[config.mk]
export PLATFORM = sky130hd
export DESIGN_NAME = mem_master
export DESIGN_NICKNAME = d
export VERILOG_FILES = /design/src/rtl/mem_master_pkg.sv /design/src/rtl/mem_wait_counter.sv /design/src/rtl/mem_master.sv
export SDC_FILE = /design/constraint.sdc
export NUM_CORES = 1
export LEC_CHECK = 0
export CORE_UTILIZATION = 35
export CTS_CLUSTER_SIZE = 12
export DETAILED_ROUTE_END_ITERATION = 6
export PLACE_DENSITY = 0.67
export SETUP_SLACK_MARGIN = 0.05
export SLEW_MARGIN = 20
export SYNTH_ARGS = -nofsm -noshare
export SYNTH_HDL_FRONTEND = slang
export SYNTH_SLANG_ARGS = --single-unit
export TNS_END_PERCENT = 10
[constraint.sdc]
create_clock -name Clk -period 3.1 [get_ports Clk]
set_clock_uncertainty 0.15 [all_clocks]
set_input_delay 0.31 -clock Clk [delete_from_list [all_inputs] [get_ports Clk]]
set_output_delay 0.31 -clock Clk [all_outputs]
set_load 0.01 [all_outputs]
[src/rtl/mem_master_pkg.sv]
// Shared definitions for the memory access controller: state encoding,
// operation codes, default geometry and the address legality check.
package mem_master_pkg;

  typedef enum logic [1:0] {
    IDLE   = 2'd0,
    ACCESS = 2'd1,
    RESP   = 2'd2
  } state_e;

  localparam logic OP_READ  = 1'b0;
  localparam logic OP_WRITE = 1'b1;

  localparam int unsigned DEFAULT_DEPTH  = 1024;
  localparam int unsigned DEFAULT_STRIDE = 4;

  // An address is illegal when it is misaligned (if checked) or past the array.
  function automatic logic addr_bad(input logic [31:0] addr,
                                    input int unsigned depth,
                                    input bit          align_check);
    return (align_check && (addr[1:0] != 2'b00)) || (addr >= depth);
  endfunction

endpackage

[src/rtl/mem_wait_counter.sv]
// Loadable down-counter that times the address settle window.
// done is high whenever the count has reached zero.
module mem_wait_counter #(
  parameter  int unsigned WAIT_CYCLES = 1,
  localparam int unsigned CW          = $clog2(WAIT_CYCLES + 1)
) (
  input  logic          clk,
  input  logic          rst_n,
  input  logic          load,
  input  logic [CW-1:0] load_val,
  input  logic          dec,
  output logic          done
);

  logic [CW-1:0] count_q;
  logic [CW-1:0] count_d;

  // Load has priority; decrement saturates at zero.
  always_comb begin
    count_d = count_q;
    if (load) begin
      count_d = load_val;
    end else if (dec && (count_q != '0)) begin
      count_d = count_q - 1'b1;
    end
  end

  // Count register.
  always_ff @(posedge clk or negedge rst_n) begin
    if (!rst_n) begin
      count_q <= '0;
    end else begin
      count_q <= count_d;
    end
  end

  assign done = (count_q == '0);

endmodule

[src/rtl/mem_master.sv]
// Initiator-side access controller for the word-per-entry memory array.
// Both channels use strict valid/ready: a transfer happens on the rising edge
// where valid && ready; once raised, RespValid and its payload stay stable
// until consumed, and ReqReady depends only on the FSM state.
module mem_master
  import mem_master_pkg::*;
#(
  parameter int unsigned DEPTH       = DEFAULT_DEPTH,
  parameter int unsigned WAIT_CYCLES = 1,
  parameter int unsigned STRIDE      = DEFAULT_STRIDE,
  parameter bit          ALIGN_CHECK = 1'b1
) (
  input  logic        Clk,
  input  logic        Reset_n,
  input  logic        ReqValid,
  output logic        ReqReady,
  input  logic        ReqWrite,
  input  logic [31:0] ReqAddr,
  input  logic [31:0] ReqWData,
  input  logic [1:0]  ReqLen,
  output logic        RespValid,
  input  logic        RespReady,
  output logic [31:0] RespData,
  output logic        RespLast,
  output logic        RespErr,
  output logic [31:0] MemAddress,
  output logic [31:0] MemWriteData,
  output logic        MemWriteEnable,
  input  logic [31:0] MemData,
  output logic [1:0]  DbgState
);

  localparam int unsigned CW = $clog2(WAIT_CYCLES + 1);
  localparam logic [CW-1:0] WAIT_LOAD = CW'(WAIT_CYCLES - 1);

  state_e      state_q, state_d;
  logic [31:0] addr_q, addr_d;
  logic        write_q, write_d;
  logic        err_q, err_d;          // accept-time error riding through ACCESS
  logic [1:0]  beats_q, beats_d;
  logic [31:0] resp_data_q, resp_data_d;
  logic        resp_err_q, resp_err_d;
  logic        resp_last_q, resp_last_d;
  logic [31:0] mem_addr_q, mem_addr_d;
  logic [31:0] mem_wdata_q, mem_wdata_d;

  logic          cnt_load;
  logic [CW-1:0] cnt_load_val;
  logic          cnt_dec;
  logic          cnt_done;
  logic [31:0]   step_addr;
  logic          req_bad;
  logic          step_bad;

  assign step_addr = addr_q + 32'(STRIDE);
  assign req_bad   = addr_bad(ReqAddr, DEPTH, ALIGN_CHECK);
  assign step_bad  = addr_bad(step_addr, DEPTH, ALIGN_CHECK);

  mem_wait_counter #(.WAIT_CYCLES(WAIT_CYCLES)) u_wait_counter (
    .clk      (Clk),
    .rst_n    (Reset_n),
    .load     (cnt_load),
    .load_val (cnt_load_val),
    .dec      (cnt_dec),
    .done     (cnt_done)
  );

  // Next-state logic.
  always_comb begin
    state_d = state_q;
    case (state_q)
      IDLE:    if (ReqValid) state_d = ACCESS;
      ACCESS:  if (cnt_done) state_d = RESP;
      RESP: begin
        if (RespReady) begin
          if (beats_q == 2'd0) state_d = IDLE;
          else if (step_bad)   state_d = RESP;
          else                 state_d = ACCESS;
        end
      end
      default: state_d = IDLE;
    endcase
  end

  // Datapath: request latching, read capture, burst stepping.
  // An accept-time error spends one cycle in ACCESS without touching memory
  // so its response lands one cycle after accept, like a single-wait read.
  always_comb begin
    addr_d       = addr_q;
    write_d      = write_q;
    err_d        = err_q;
    beats_d      = beats_q;
    resp_data_d  = resp_data_q;
    resp_err_d   = resp_err_q;
    resp_last_d  = resp_last_q;
    mem_addr_d   = mem_addr_q;
    mem_wdata_d  = mem_wdata_q;
    cnt_load     = 1'b0;
    cnt_load_val = WAIT_LOAD;
    cnt_dec      = 1'b0;
    case (state_q)
      IDLE: begin
        if (ReqValid) begin
          addr_d   = ReqAddr;
          write_d  = ReqWrite;
          cnt_load = 1'b1;
          if (req_bad) begin
            err_d        = 1'b1;
            beats_d      = 2'd0;
            cnt_load_val = '0;
          end else begin
            err_d      = 1'b0;
            beats_d    = (ReqWrite == OP_WRITE) ? 2'd0 : ReqLen;
            mem_addr_d = ReqAddr;
            if (ReqWrite == OP_WRITE) mem_wdata_d = ReqWData;
          end
        end
      end
      ACCESS: begin
        if (cnt_done) begin
          if (err_q) begin
            resp_data_d = '0;
            resp_err_d  = 1'b1;
            resp_last_d = 1'b1;
          end else begin
            resp_data_d = (write_q == OP_WRITE) ? 32'd0 : MemData;
            resp_err_d  = 1'b0;
            resp_last_d = (beats_q == 2'd0);
          end
        end else begin
          cnt_dec = 1'b1;
        end
      end
      RESP: begin
        if (RespReady && (beats_q != 2'd0)) begin
          addr_d = step_addr;
          if (step_bad) begin
            beats_d     = 2'd0;
            resp_data_d = '0;
            resp_err_d  = 1'b1;
            resp_last_d = 1'b1;
          end else begin
            beats_d    = beats_q - 2'd1;
            mem_addr_d = step_addr;
            cnt_load   = 1'b1;
          end
        end
      end
      default: ;
    endcase
  end

  // State and datapath registers.
  always_ff @(posedge Clk or negedge Reset_n) begin
    if (!Reset_n) begin
      state_q     <= IDLE;
      addr_q      <= '0;
      write_q     <= 1'b0;
      err_q       <= 1'b0;
      beats_q     <= '0;
      resp_data_q <= '0;
      resp_err_q  <= 1'b0;
      resp_last_q <= 1'b0;
      mem_addr_q  <= '0;
      mem_wdata_q <= '0;
    end else begin
      state_q     <= state_d;
      addr_q      <= addr_d;
      write_q     <= write_d;
      err_q       <= err_d;
      beats_q     <= beats_d;
      resp_data_q <= resp_data_d;
      resp_err_q  <= resp_err_d;
      resp_last_q <= resp_last_d;
      mem_addr_q  <= mem_addr_d;
      mem_wdata_q <= mem_wdata_d;
    end
  end

  // Outputs decoded from state; write enable only on the final settle cycle.
  always_comb begin
    ReqReady       = (state_q == IDLE);
    RespValid      = (state_q == RESP);
    MemWriteEnable = (state_q == ACCESS) && (write_q == OP_WRITE) && !err_q && cnt_done;
    RespData       = resp_data_q;
    RespErr        = resp_err_q;
    RespLast       = resp_last_q;
    MemAddress     = mem_addr_q;
    MemWriteData   = mem_wdata_q;
    DbgState       = state_q;
  end

endmodule

==> impl_metrics.json <==
{
  "status": "finished with violations",
  "violations": "DRC",
  "synth.mux.area_fraction_pct": 8.24,
  "cts_buffers": 17,
  "synthTopCellsByCount": "137 x dfrtp_1, 60 x nor2_1, 56 x a21oi_1, 54 x nand2_1, 38 x mux2_2",
  "syn_to_final_growth_pct": 47.5,
  "tightest_slew_ps": 718,
  "worstPathArrival_ps": 3020,
  "achievable-frequency_mhz": 350,
  "drive_above_1_share_pct": 15.0,
  "die_w_um": 139,
  "start_util_pct": 36.0,
  "ys_warn_count": 0,
  "clk_pin_slew_ps": 70,
  "grt_use_total_pct": 20.5,
  "grt_pass1_wl_um": 31000,
  "grt_antenna_before_repair": 0,
  "dp_cells": 1055,
  "wl_met3_um": 1610,
  "crit_path_max_fanout": 12,
  "hold_viol_final": 0,
  "cts_tree": "yes",
  "yosysSeqAreaShare_pct": 52.5,
  "rows": 49,
  "ios": 206,
  "synth.distinct_cells": 63,
  "route.met2.wl_um": 8870,
  "synth_compound_area_share_pct": 15.8,
  "yosys.area.top_type_share_pct": 52.5,
  "synthAdderAreaFrac_pct": 0.383,
  "drc": 12,
  "netlist_area_um2": 6530,
  "antenna_left": 0,
  "clock_latency_ps": 430,
  "port_buffers": 205,
  "power_mw": 6.42,
  "fin_util_pct": 53.1,
  "post-place-ws_ps": -98.0,
  "holdCritPathClass": "in -> async",
  "synthesis.instances": 639,
  "worstSetupEndpointType": "flip-flop",
  "final.period_utilization_pct": 92.3,
  "crit_path_start_kind": "flip-flop",
  "synth-seq-cells": 137,
  "synth_top_area_cell": "dfrtp_1",
  "wl_per_cell_um": 17.3,
  "power_density_nw_per_um2": 666,
  "required_ps": 3260,
  "async_flop_share_pct": 100,
  "viasPerCell": 5.32,
  "drtPass1Iterations": 7,
  "synth_top_family_by_area": "simple AND/OR/NAND/NOR gates",
  "min_period_ps": 2860,
  "timing.final.ws_setup_ps": 240,
  "stdcell_area_um2": 9630,
  "first_iter_violations": 325,
  "diodes": 0,
  "maxSlewViolCount": 0,
  "syn-num-nets": 744,
  "first_global_vias": 5813,
  "fin_nets": 954,
  "avgSynthCellArea_um2": 10.2,
  "grt_max_degree": 61,
  "cts_root_buffer": "clkbuf_16",
  "place_hpwl_um": 13400,
  "wl_met1_um": 8110,
  "synth-main-ff-cell": "dfrtp_1",
  "yosys.area_share.xor_xnor_pct": 0.939,
  "placed_area_um2": 8940,
  "die_h_um": 139,
  "critical_path_class": "reg -> reg",
  "fin_cells": 1091,
  "cellLeakagePower_nw": 4.12,
  "place_congestion": 0.899,
  "fp.dieArea_um2": 19200,
  "cts-htree-levels": 4,
  "yosysMostFrequentCell": "dfrtp_1",
  "wl_um": 18900,
  "rsz0062_at_grt": "false",
  "highest_layer": "met4",
  "finalSetupViolCount": 0,
  "synth_enable_flop_cells": 0,
  "core_area_um2": 18100,
  "clock-sinks": 137,
  "drv_cap": 0,
  "synthSimpleGateAreaFrac_pct": 18.5,
  "ir_drop_uv": 504,
  "slew_headroom_pct": 51.7,
  "clockBufferDepth": 2,
  "grt_overflow": 0,
  "synthTopCellsByArea": "dfrtp_1 53%, mux2_2 6.6%, a21oi_1 4.3%, a22oi_1 4.1%, nor2_1 3.4%",
  "vias": 5804
}
repair_timing:
action                                 CTS  global route
resized for setup                        0             2
setup endpoints to repair                0            13
hold buffers                             1             0
endpoints found under the hold margin   57             0
setup buffers                            0             3
where the power goes:
part           switching [mW]  internal, mW
Sequential              0.379          2.02
Clock                   0.904          1.32
Combinational            1.05         0.746
stage by stage:
stage               TNS, ps  hold WS, ps
global placement       -495          184
floorplan                 0         -136
finish                    0          286
CTS                       0          307
global route              0          333
detailed placement    -2820          189
worst paths after layout:
kind,endpoint,slack [ps],startpoint,cells after the start
worst min register to register,MemAddress[10],330,MemAddress[10],1
worst max register to register,MemAddress[5],240,addr_q[3],11
min in group Clk,MemAddress[10],330,MemAddress[10],1
worst min-delay path,addr_q[13],290,Reset_n,2
max in group asynchronous,err_q,1700,Reset_n,3
worst max-delay path,MemAddress[5],240,addr_q[3],11
worst max-delay path, cell delays in order (launching register included):
cell,delay (ps)
dfrtp_1,410
ha_1,240
nand2_1,220
nor3_2,110
buf_4,170
a311o_1,310
a22oi_1,160
nand4_1,190
nor3_2,220
o21ai_2,100
buf_12,160
mux2_4,290
state kept, by name (all words and copies together), names as in the netlist, 2 cells and up:
name          count
MemAddress       32
RespData         32
addr_q           32
MemWriteData     32
beats_q           2
DbgState          2
cells in the final DEF (no fill, tap or decap), types with 4 or more instances in the layout:
master	count
clkdlybuf4s50_1	204
dfrtp_1	137
nor2_1	58
a21oi_1	56
nand2_1	54
mux2_2	38
a22oi_1	36
and2_1	29
buf_4	29
o21ai_0	24
nand4_1	22
clkbuf_16	17
o22ai_1	13
nand3_1	13
inv_1	8
nor3_1	8
nor4_1	8
and3_1	7
mux2_4	6
a31oi_1	5
o22a_1	4
xnor2_1	4
inv_6	4
inv_8	4
layout make-up:
type                            instances  area [µm²]
Multi-Input combinational cell        446        2890
Timing Repair Buffer                  238        2340
Inverter                                9        33.8
Fill cell                            1646        8510
Sequential cell                       137        3430
Clock buffer                           17         425
Tap cell                              229         287
Clock inverter                         15         228
cells by family after synthesis:
group | after synthesis
simple gates | 229
compound gates | 162
flops | 137
buf+inv | 56
mux | 46
xor+xnor | 7
fa+ha+maj | 2
per-layer routing:
layer | track usage (%) | up-vias
met3 | 7.25 | 25
met4 | 6.39 | 0
met5 | 0 | -
met1 | 26.2 | 2806
li1 | - | 2745
met2 | 32.5 | 228
Note: power is estimated with default switching activity, not from simulation.
